$ cat config.mk
export PLATFORM = sky130hd
export DESIGN_NAME = intc_unit_flat
export DESIGN_NICKNAME = d
export VERILOG_FILES = /design/src/rtl/intc_unit_if.sv /design/src/rtl/intc_unit.sv /design/src/flat_wrapper.sv
export SDC_FILE = /design/constraint.sdc
export NUM_CORES = 1
export LEC_CHECK = 0
export CORE_MARGIN = 5
export CORE_UTILIZATION = 36
export CTS_CLUSTER_DIAMETER = 150
export DETAILED_ROUTE_END_ITERATION = 6
export PLACE_DENSITY = 0.76
export REMOVE_ABC_BUFFERS = 1
export SETUP_SLACK_MARGIN = 0.5
export SYNTH_ARGS = -nofsm -noshare
export SYNTH_HDL_FRONTEND = slang
export SYNTH_SLANG_ARGS = --single-unit
$ cat constraint.sdc
create_clock -name clk -period 1.4 [get_ports clk]
set_input_delay 0.28 -clock clk [delete_from_list [all_inputs] [get_ports clk]]
set_output_delay 0.28 -clock clk [all_outputs]
set_load 0.02 [all_outputs]
$ cat src/rtl/intc_unit_if.sv
// intc_unit_if: the configuration bus and the core-side interrupt handshake of intc_unit.
//   cfg_we/cfg_addr/cfg_wdata -> register write strobe, select (0=MASK 1=PENDING 2=STATUS 3=CTRL) and data
//   cfg_rdata                 <- registered read data, valid one cycle after cfg_addr
//   irq_ack / eoi             -> core accepts the request / core finishes the handler
//   irq / irq_id / irq_vector <- request, source index and handler address
//   in_service                <- a handler is active
// The master modport is the core/configuration side; the slave modport is the controller.
interface intc_unit_if;
    logic        cfg_we;
    logic [1:0]  cfg_addr;
    logic [31:0] cfg_wdata;
    logic [31:0] cfg_rdata;
    logic        irq_ack;
    logic        eoi;
    logic        irq;
    logic [4:0]  irq_id;
    logic [31:0] irq_vector;
    logic        in_service;

    modport master (
        output cfg_we, cfg_addr, cfg_wdata, irq_ack, eoi,
        input  cfg_rdata, irq, irq_id, irq_vector, in_service
    );

    modport slave (
        input  cfg_we, cfg_addr, cfg_wdata, irq_ack, eoi,
        output cfg_rdata, irq, irq_id, irq_vector, in_service
    );
endinterface

$ cat src/rtl/intc_unit.sv
// intc_unit: edge-triggered interrupt controller in front of the processor core.
// Rising edges on src_irq latch into pending; pending & mask (gated by CTRL.en) is
// arbitrated with the lowest index winning, and the winner is presented on irq with
// its id and handler vector. Servicing uses an irq_ack / eoi handshake, no nesting.
// Ports:
//   clk      - system clock, all updates on the rising edge
//   reset    - synchronous, active-high reset
//   src_irq  - NUM_SRC raw request lines
//   bus      - intc_unit_if.slave: config bus and core handshake
//
// state   | meaning
// --------+----------------------------------------------------------
// IDLE    | nothing presented; arbitrate eligible requests
// REQ     | irq high for latched irq_id; wait for ack or withdraw
// SERVICE | handler running (in_service=1); wait for eoi
module intc_unit #(
    parameter int          NUM_SRC    = 8,
    parameter logic [31:0] VEC_BASE   = 32'h0000_0100,
    parameter int          VEC_STRIDE = 4
) (
    input  logic               clk,
    input  logic               reset,
    input  logic [NUM_SRC-1:0] src_irq,
    intc_unit_if.slave         bus
);

    typedef enum logic [1:0] {
        ST_IDLE    = 2'd0,
        ST_REQ     = 2'd1,
        ST_SERVICE = 2'd2
    } state_t;

    localparam logic [1:0] A_MASK    = 2'd0;
    localparam logic [1:0] A_PENDING = 2'd1;
    localparam logic [1:0] A_STATUS  = 2'd2;
    localparam logic [1:0] A_CTRL    = 2'd3;

    state_t state, state_n;

    logic [NUM_SRC-1:0] src_q;
    logic [NUM_SRC-1:0] pending;
    logic [NUM_SRC-1:0] mask;
    logic               en;

    logic               irq_r, irq_n;
    logic [4:0]         id_r, id_n;
    logic [31:0]        vec_r, vec_n;
    logic               svc_r, svc_n;
    logic               ack_take;
    logic [31:0]        rdata_r, rdata_n;

    logic [NUM_SRC-1:0] edge_det;
    logic [NUM_SRC-1:0] eligible;
    logic [31:0]        eligible_w;
    logic [4:0]         winner;
    logic [31:0]        winner_vec;
    logic [31:0]        ack_clr_w;
    logic [NUM_SRC-1:0] clr;
    logic [NUM_SRC-1:0] pending_n;

    assign edge_det   = src_irq & ~src_q;
    assign eligible   = pending & mask & {NUM_SRC{en}};
    assign eligible_w = 32'(eligible);

    // Scan from the top so the lowest set index is the last one written.
    always_comb begin
        winner = 5'd0;
        for (int i = NUM_SRC - 1; i >= 0; i--) begin
            if (eligible[i]) winner = 5'(i);
        end
    end

    assign winner_vec = VEC_BASE + 32'(winner) * 32'(VEC_STRIDE);

    always_comb begin
        state_n  = state;
        irq_n    = irq_r;
        id_n     = id_r;
        vec_n    = vec_r;
        svc_n    = svc_r;
        ack_take = 1'b0;
        case (state)
            ST_IDLE: begin
                if (|eligible) begin
                    state_n = ST_REQ;
                    irq_n   = 1'b1;
                    id_n    = winner;
                    vec_n   = winner_vec;
                end
            end
            ST_REQ: begin
                // Ack wins over a withdraw in the same cycle.
                if (bus.irq_ack) begin
                    ack_take = 1'b1;
                    state_n  = ST_SERVICE;
                    irq_n    = 1'b0;
                    svc_n    = 1'b1;
                end else if (!eligible_w[id_r]) begin
                    state_n = ST_IDLE;
                    irq_n   = 1'b0;
                end
            end
            ST_SERVICE: begin
                if (bus.eoi) begin
                    state_n = ST_IDLE;
                    svc_n   = 1'b0;
                end
            end
            default: begin
                state_n = ST_IDLE;
                irq_n   = 1'b0;
                svc_n   = 1'b0;
            end
        endcase
    end

    // Clears are applied before sets, so a coincident edge keeps the bit pending.
    assign ack_clr_w = ack_take ? (32'd1 << id_r) : 32'd0;
    assign clr       = ack_clr_w[NUM_SRC-1:0]
                     | ((bus.cfg_we && bus.cfg_addr == A_PENDING) ? bus.cfg_wdata[NUM_SRC-1:0]
                                                                   : {NUM_SRC{1'b0}});
    assign pending_n = (pending & ~clr) | edge_det;

    always_comb begin
        rdata_n = 32'd0;
        case (bus.cfg_addr)
            A_MASK:    rdata_n = 32'(mask);
            A_PENDING: rdata_n = 32'(pending);
            A_STATUS:  rdata_n = {22'd0, state, 2'b00, svc_r, id_r};
            A_CTRL:    rdata_n = {31'd0, en};
            default:   rdata_n = 32'd0;
        endcase
    end

    always_ff @(posedge clk) begin
        if (reset) state <= ST_IDLE;
        else       state <= state_n;
    end

    always_ff @(posedge clk) begin
        if (reset) begin
            src_q   <= '0;
            pending <= '0;
            mask    <= '0;
            en      <= 1'b0;
            irq_r   <= 1'b0;
            id_r    <= 5'd0;
            vec_r   <= 32'd0;
            svc_r   <= 1'b0;
            rdata_r <= 32'd0;
        end else begin
            src_q   <= src_irq;
            pending <= pending_n;
            irq_r   <= irq_n;
            id_r    <= id_n;
            vec_r   <= vec_n;
            svc_r   <= svc_n;
            rdata_r <= rdata_n;
            if (bus.cfg_we && bus.cfg_addr == A_MASK) mask <= bus.cfg_wdata[NUM_SRC-1:0];
            if (bus.cfg_we && bus.cfg_addr == A_CTRL) en   <= bus.cfg_wdata[0];
        end
    end

    assign bus.irq        = irq_r;
    assign bus.irq_id     = id_r;
    assign bus.irq_vector = vec_r;
    assign bus.in_service = svc_r;
    assign bus.cfg_rdata  = rdata_r;

endmodule

$ cat src/flat_wrapper.sv
// flat-port wrapper written by rule: the top's interface ports become plain ports
module intc_unit_flat 
#(
    parameter int          NUM_SRC    = 8,
    parameter logic [31:0] VEC_BASE   = 32'h0000_0100,
    parameter int          VEC_STRIDE = 4
)
  (clk, reset, src_irq, bus_cfg_we, bus_cfg_addr, bus_cfg_wdata, bus_irq_ack, bus_eoi, bus_cfg_rdata, bus_irq, bus_irq_id, bus_irq_vector, bus_in_service);
  intc_unit_if bus_i ();
  input  logic clk;
  input  logic reset;
  input  logic [NUM_SRC-1:0] src_irq;
  input wire logic [$bits(bus_i.cfg_we)-1:0] bus_cfg_we;
  input wire logic [$bits(bus_i.cfg_addr)-1:0] bus_cfg_addr;
  input wire logic [$bits(bus_i.cfg_wdata)-1:0] bus_cfg_wdata;
  input wire logic [$bits(bus_i.irq_ack)-1:0] bus_irq_ack;
  input wire logic [$bits(bus_i.eoi)-1:0] bus_eoi;
  output wire logic [$bits(bus_i.cfg_rdata)-1:0] bus_cfg_rdata;
  output wire logic [$bits(bus_i.irq)-1:0] bus_irq;
  output wire logic [$bits(bus_i.irq_id)-1:0] bus_irq_id;
  output wire logic [$bits(bus_i.irq_vector)-1:0] bus_irq_vector;
  output wire logic [$bits(bus_i.in_service)-1:0] bus_in_service;
  assign bus_i.cfg_we = bus_cfg_we;
  assign bus_i.cfg_addr = bus_cfg_addr;
  assign bus_i.cfg_wdata = bus_cfg_wdata;
  assign bus_i.irq_ack = bus_irq_ack;
  assign bus_i.eoi = bus_eoi;
  assign bus_cfg_rdata = bus_i.cfg_rdata;
  assign bus_irq = bus_i.irq;
  assign bus_irq_id = bus_i.irq_id;
  assign bus_irq_vector = bus_i.irq_vector;
  assign bus_in_service = bus_i.in_service;
  intc_unit #(.NUM_SRC(NUM_SRC), .VEC_BASE(VEC_BASE), .VEC_STRIDE(VEC_STRIDE)) u_core (.clk(clk), .reset(reset), .src_irq(src_irq), .bus(bus_i));
endmodule
==> results of run 1 <==
per-layer routing:
layer	global-route usage [%]	up-vias
met1	17.4	969
met5	0	-
met3	4.17	15
met4	6.82	0
li1	-	971
met2	26.5	91
state kept, by name, indices dropped and copies added, names as in the netlist:
register and flops:
u_core.bus.irq_id 2, u_core.bus.cfg_rdata 10, u_core.mask 8, u_core.bus.irq_vector 2, u_core.pending 8, u_core.bus.in_service 1, u_core.en 1, u_core.src_q 8
u_core.bus.irq 1, u_core.state 2
Yosys cell counts, drive strengths merged (2+ instances only):
cell type / n
buf: 62
dfxtp: 43
nor2: 25
mux2i: 16
nand2: 14
inv: 13
a21oi: 11
nor2b: 11
nand3: 10
a221oi: 9
a21o: 6
a22o: 6
nand2b: 5
nor3: 5
a31oi: 4
clkbuf: 4
or2b: 4
a311oi: 2
a32o: 2
stage by stage:
stage          hold slack (ps)  power, µW
2_1_floorplan              342       1590
3_3_place_gp               433       1810
3_5_place_dp               444       1820
4_1_cts                    311       2620
5_1_grt                    283       2760
6_report                   278       2630
where the power goes:
group	leakage, µW	switching (µW)	internal [µW]
Sequential	0.000365	35.5	1270
Clock	0.0000422	418	350
Combinational	0.00112	312	243
Total	0.00153	765	1870
worst max-delay path, delay by kind of cell (launching register included):
kind,cells,cell delay [ps]
AOI/OAI and AO/OA,4,850
DFF,1,340
buffers and inverters,1,180
and+or+nand+nor,1,30
path summary, 6_finish.rpt:
check,startpoint,end,slack [ps],cells after the start
setup / recovery,u_core.mask[5],u_core.bus.irq,-120,6
hold / removal,bus_cfg_addr[1],u_core.bus.cfg_rdata[4],280,3
setup reg to reg,u_core.mask[5],u_core.bus.irq,-120,6
hold reg to reg,u_core.src_q[5],u_core.pending[5],460,2
cells by family after synthesis:
logic type | count (synthesis) | synth area share, %
other | 1 | 0.161
buffers and inverters | 79 | 22.3
and+or+nand+nor | 79 | 17.0
AOI/OAI and AO/OA | 45 | 15.9
muxes | 17 | 7.83
DFF | 43 | 36.9
layout make-up:
type,instances,area (µm²),area share [%]
clock buffer,7,76.3,2.27
clock inverter,1,5.00,0.149
inverter,13,48.8,1.45
multi-input combinational,193,1310,39.0
sequential,43,902,26.8
tap,77,96.3,2.86
timing repair buffer,95,925,27.5
timing repair:
item,CTS,global route
gates resized for setup,177,31
setup buffers,6,4
cloned,1,0
pin swaps,9,23
setup endpoints to repair,60,47
==> impl_metrics.csv, run 1 <==
group,metric,value,unit
worst_setup_path,endpoint_kind,"register",
worst_setup_path,worstPathRequired,1590,ps
timing,setup_viol,5,
yosys,async_flop_share,0,%
cells_and_area,final_util,53.3,%
timing,min_period,1520,ps
clock_network,clk_pin_slew_worst_paths,80,ps
grt,gr-total-overflow,0,
detailed_routing,met3_wirelength,467,µm
detailed_routing,post-route-drc-count,0,
timing,rsz0062_at_grt,"true",
placement,hpwl,4.54,mm
worst_setup_path,crit_arrival,1710,ps
timing,report.final.slew_viol_count,0,
yosys,synth_top_area_share,36.9,%
yosys,syn_area,0.00233,mm²
yosys,syn_inst,264,
detailed_routing,route.met2.wl,3.26,mm
power,ir_worst_vdd,0.523,mV
worst_setup_path,crit_path_max_incr_delay,400,ps
worst_setup_path,crit_fanout,2,
cells_and_area,final_layout_size_suffix_gt1_share,40.9,%
detailed_routing,top_layer_used,"met4",
timing,hold_violations,0,
grt,grt_pass1_vias,2153,
worst_setup_path,cpMaxStageDelayCell,"o41ai_4",
clock_network,clock_latency,300,ps
detailed_routing,m1WireLength,2.54,mm
timing,finClkSkew,5.94,ps
outcome,status,"complete, but fails checks",
yosys,synth-edff-count,0,
worst_setup_path,startpoint_type,"register",
yosys,yosysSeqAreaShare,36.9,%
floorplanning,die_w,90.5,µm
detailed_routing,drt-initial-drc-count,134,
flow_run,drv_cap,0,
worst_setup_path,cp_cell_sequence,"a22o_4 > o41ai_4 > buf_4 > nor2_2 > a21oi_2 > a211oi_2",
cells_and_area,stdcell_count,429,
grt,antenna_found_initial,0,
cells_and_area,fill_cells,610,
floorplanning,num_io_pins,118,
clock_network,ctsLongestPathBuffers,2,
yosys,yosysTopAreaCell,"dfxtp_1",
power,leakage,0.00153,µW
outcome,violations,"negative setup slack",
placement,port_buffers,41,
detailed_routing,vias,2046,
cells_and_area,layout_commonest_cell,"conb_1",
clock_network,cts_tree,"yes",
placement,gp_congestion,0.911,
floorplanning,die_y,90.5,µm
floorplanning,start_util,37.0,%
placement,place_inst,410,
detailed_routing,drtPass1Iterations,4,
timing,setup_ws,-119,ps
detailed_routing,routedWlPerCell,14.9,µm
grt,grt_pass1_wl,10.2,mm
grt,grt_max_degree,15,
yosys,synth_area_leaders,"dfxtp_1 37%, buf_4 18%, mux2i_1 6.9%",
cells_and_area,final_area,0.00337,mm²
yosys,synth_seq_cells,43,
power,power_density,782,mW/mm²
clock_network,clock-sinks,43,
detailed_routing,drtAntennaViolNets,0,
detailed_routing,wirelength,6.40,mm
yosys,synth_ff_type,"dfxtp_1",
clock_network,numCtsBuffers,5,
timing,post-route-period-util,109,%
cells_and_area,finalNetCount,398,
floorplanning,rows,29,
floorplanning,die_area,0.00819,mm²
placement,pre_cts_slack,-430,ps
clock_network,cts_max_level,2,
yosys,yosys_warnings,0,
worst_setup_path,worstSetupPathType,"reg2reg",
floorplanning,fp.coreArea,0.00631,mm²
clock_network,clockRootBuffer,"clkbuf_8",
placement,dpl_cell_area,0.00290,mm²
yosys,syn_avg_cell_area,8.84,µm²
yosys,synth.distinct_cells,39,
grt,grt_use_total,15.3,%
cells_and_area,area_growth,44.2,%
min_path,hold_path.class,"in2reg",
clock_network,ctsHoldBuffers,0,
detailed_routing,avgViaCountPerCell,4.77,
timing,setup_tns,-284,ps
cells_and_area,final_cell_mix,"52 x conb_1, 41 x buf_4, 31 x buf_6",
timing,fmax,658,MHz
cells_and_area,diodes,0,
Power figures use the tool's default switching activity.
==> inputs of run 2 (changes only) <==
--- a/config.mk
+++ b/config.mk
@@ -5,6 +5,7 @@
 export SDC_FILE = /design/constraint.sdc
 export NUM_CORES = 1
 export LEC_CHECK = 0
+export CAP_MARGIN = 25
 export CORE_MARGIN = 5
 export CORE_UTILIZATION = 36
 export CTS_CLUSTER_DIAMETER = 150
==> results of run 2 <==
No change in the layout: final DEF, timing and power equal those of run 1.
==> inputs of run 3 (changes only) <==
--- a/config.mk
+++ b/config.mk
@@ -6,7 +6,6 @@
 export NUM_CORES = 1
 export LEC_CHECK = 0
 export CAP_MARGIN = 25
-export CORE_MARGIN = 5
 export CORE_UTILIZATION = 36
 export CTS_CLUSTER_DIAMETER = 150
 export DETAILED_ROUTE_END_ITERATION = 6
==> run 3 against run 2 <==
Effect of this change:
- the flow still finishes with violations (negative setup slack)
- sequential power hardly changed
- flip-flop and latch count stayed put
- sequential share of layout area is 0.54 points lower
- routed wire length is 6.7% lower
- largest power group unchanged
- utilization is 3.0 points higher
- count of clock-buffer cells in the layout is 1 lower
- non-clock buffer count is 8 higher
- hold slack better by 4.7 ps
- highest routed layer unchanged
- combinational power is 3% lower
==> impl_metrics.csv, run 3 (synthesis results as in run 1) <==
group,metric,value,unit
clock_network,numCtsBuffers,5,
detailed_routing,routedWlPerCell,13.8,µm
floorplanning,fp.coreArea,0.00610,mm²
clock_network,clk_pin_slew_worst_paths,80,ps
timing,hold_violations,0,
detailed_routing,avgViaCountPerCell,4.77,
worst_setup_path,endpoint_kind,"register",
power,power_density,769,mW/mm²
power,leakage,0.00158,µW
grt,grt_pass1_wl,9.37,mm
timing,setup_ws,-96.0,ps
cells_and_area,final_util,56.3,%
detailed_routing,drtAntennaViolNets,0,
grt,grt_pass1_vias,1969,
cells_and_area,diodes,0,
worst_setup_path,worstPathRequired,1600,ps
grt,gr-total-overflow,0,
grt,grt_max_degree,13,
cells_and_area,fill_cells,550,
floorplanning,die_y,82.5,µm
floorplanning,die_w,82.5,µm
worst_setup_path,path_delay_family,"compound AO/OA/AOI/OAI gates",
worst_setup_path,cpMaxStageDelayCell,"o41ai_4",
clock_network,cts_tree,"yes",
flow_run,drv_cap,0,
timing,rsz0062_at_grt,"true",
worst_setup_path,crit_path_max_incr_delay,390,ps
timing,finClkSkew,1.86,ps
outcome,violations,"negative setup slack",
placement,hpwl,4.26,mm
floorplanning,num_io_pins,118,
clock_network,clockRootBuffer,"clkbuf_8",
cells_and_area,multi_input_area,0.00128,mm²
worst_setup_path,cp_cell_sequence,"a22o_4 > o41ai_4 > nand2b_4 > or3_4 > a21oi_2",
cells_and_area,finalNetCount,406,
detailed_routing,vias,2069,
placement,pre_cts_slack,-431,ps
timing,whs,282,ps
detailed_routing,drtPass1Iterations,4,
timing,report.final.slew_viol_count,0,
floorplanning,start_util,38.3,%
timing,setup_viol,5,
timing,fmax,668,MHz
cells_and_area,ff_latch_area,902,µm²
cells_and_area,largest_reg_flops,10,
grt,grt_use_total,18.9,%
detailed_routing,wirelength,5.97,mm
cells_and_area,final_cell_mix,"52 x conb_1, 41 x buf_4, 36 x buf_6",
worst_setup_path,worstSetupPathType,"reg2reg",
power,power.total,2640,µW
clock_network,clock-sinks,43,
cells_and_area,final_layout_size_suffix_gt1_share,41.2,%
min_path,hold_path.class,"in2reg",
clock_network,cts_max_level,2,
worst_setup_path,crit_fanout,5,
timing,setup_tns,-216,ps
timing,min_period,1500,ps
clock_network,ctsLongestPathBuffers,2,
worst_setup_path,startpoint_type,"register",
timing,post-route-period-util,107,%
cells_and_area,area_growth,47.2,%
floorplanning,rows,28,
worst_setup_path,path_buf_inv,0,
clock_network,clock_latency,300,ps
grt,antenna_found_initial,0,
detailed_routing,post-route-drc-count,0,
floorplanning,die_area,0.00681,mm²
detailed_routing,drt-initial-drc-count,89,
placement,port_buffers,41,
placement,gp_congestion,0.893,
power,ir_worst_vdd,0.584,mV
worst_setup_path,crit_arrival,1690,ps
cells_and_area,layout_commonest_cell,"conb_1",
outcome,status,"complete, but fails checks",
## run 3: what timing repair did
action                                 CTS  global route
endpoints found under the hold margin    0             0
pin swaps                               18            10
hold buffers                             0             0
buffers inserted                        10             4
resized for setup                      197            18
gates cloned                             1             0
setup endpoints to repair               60            48
## run 3: layout make-up
class	instances	area share [%]
Sequential cell	43	26.3
Inverter	13	1.42
Timing Repair Buffer	103	29.8
Clock buffer	6	2.40
Tap cell	75	2.73
Clock inverter	1	0.146
Multi-Input combinational cell	193	37.2
## run 3: worst min-delay path: stages
cell and delay, ps:
buf_6 90, buf_4 130, nor3_1 50
## run 3: layer usage
metal,vias to the layer above,global-route usage (%),part of all wire (%)
li1,985,-,-
met1,967,21.8,41
met2,104,34.1,51
met3,13,3.85,6.2
met4,0,7.24,1.9
met5,-,0,0
## run 3: path summary, 6_finish.rpt
check,to,slack (ps),cells after the start,from
setup / recovery,u_core.bus.irq_id[0],-100,5,u_core.pending[5]
hold / removal,u_core.bus.cfg_rdata[4],280,3,bus_cfg_addr[1]
setup reg to reg,u_core.bus.irq_id[0],-100,5,u_core.pending[5]
hold reg to reg,u_core.pending[1],460,2,u_core.src_q[1]
## run 3: where the power goes
part / internal, µW / switching, µW
clock network: 387 / 410
registers: 1270 / 33.9
logic: 237 / 302
## run 3: metrics by stage
| stage | instances | area [µm²] |
|---|---|---|
| final | 434 | 3430 |
| after global routing | 434 | 3430 |
| after global placement | 412 | 2940 |
| after detailed placement | 412 | 2940 |
| after floorplan | 249 | 2050 |
| after CTS | 430 | 3350 |
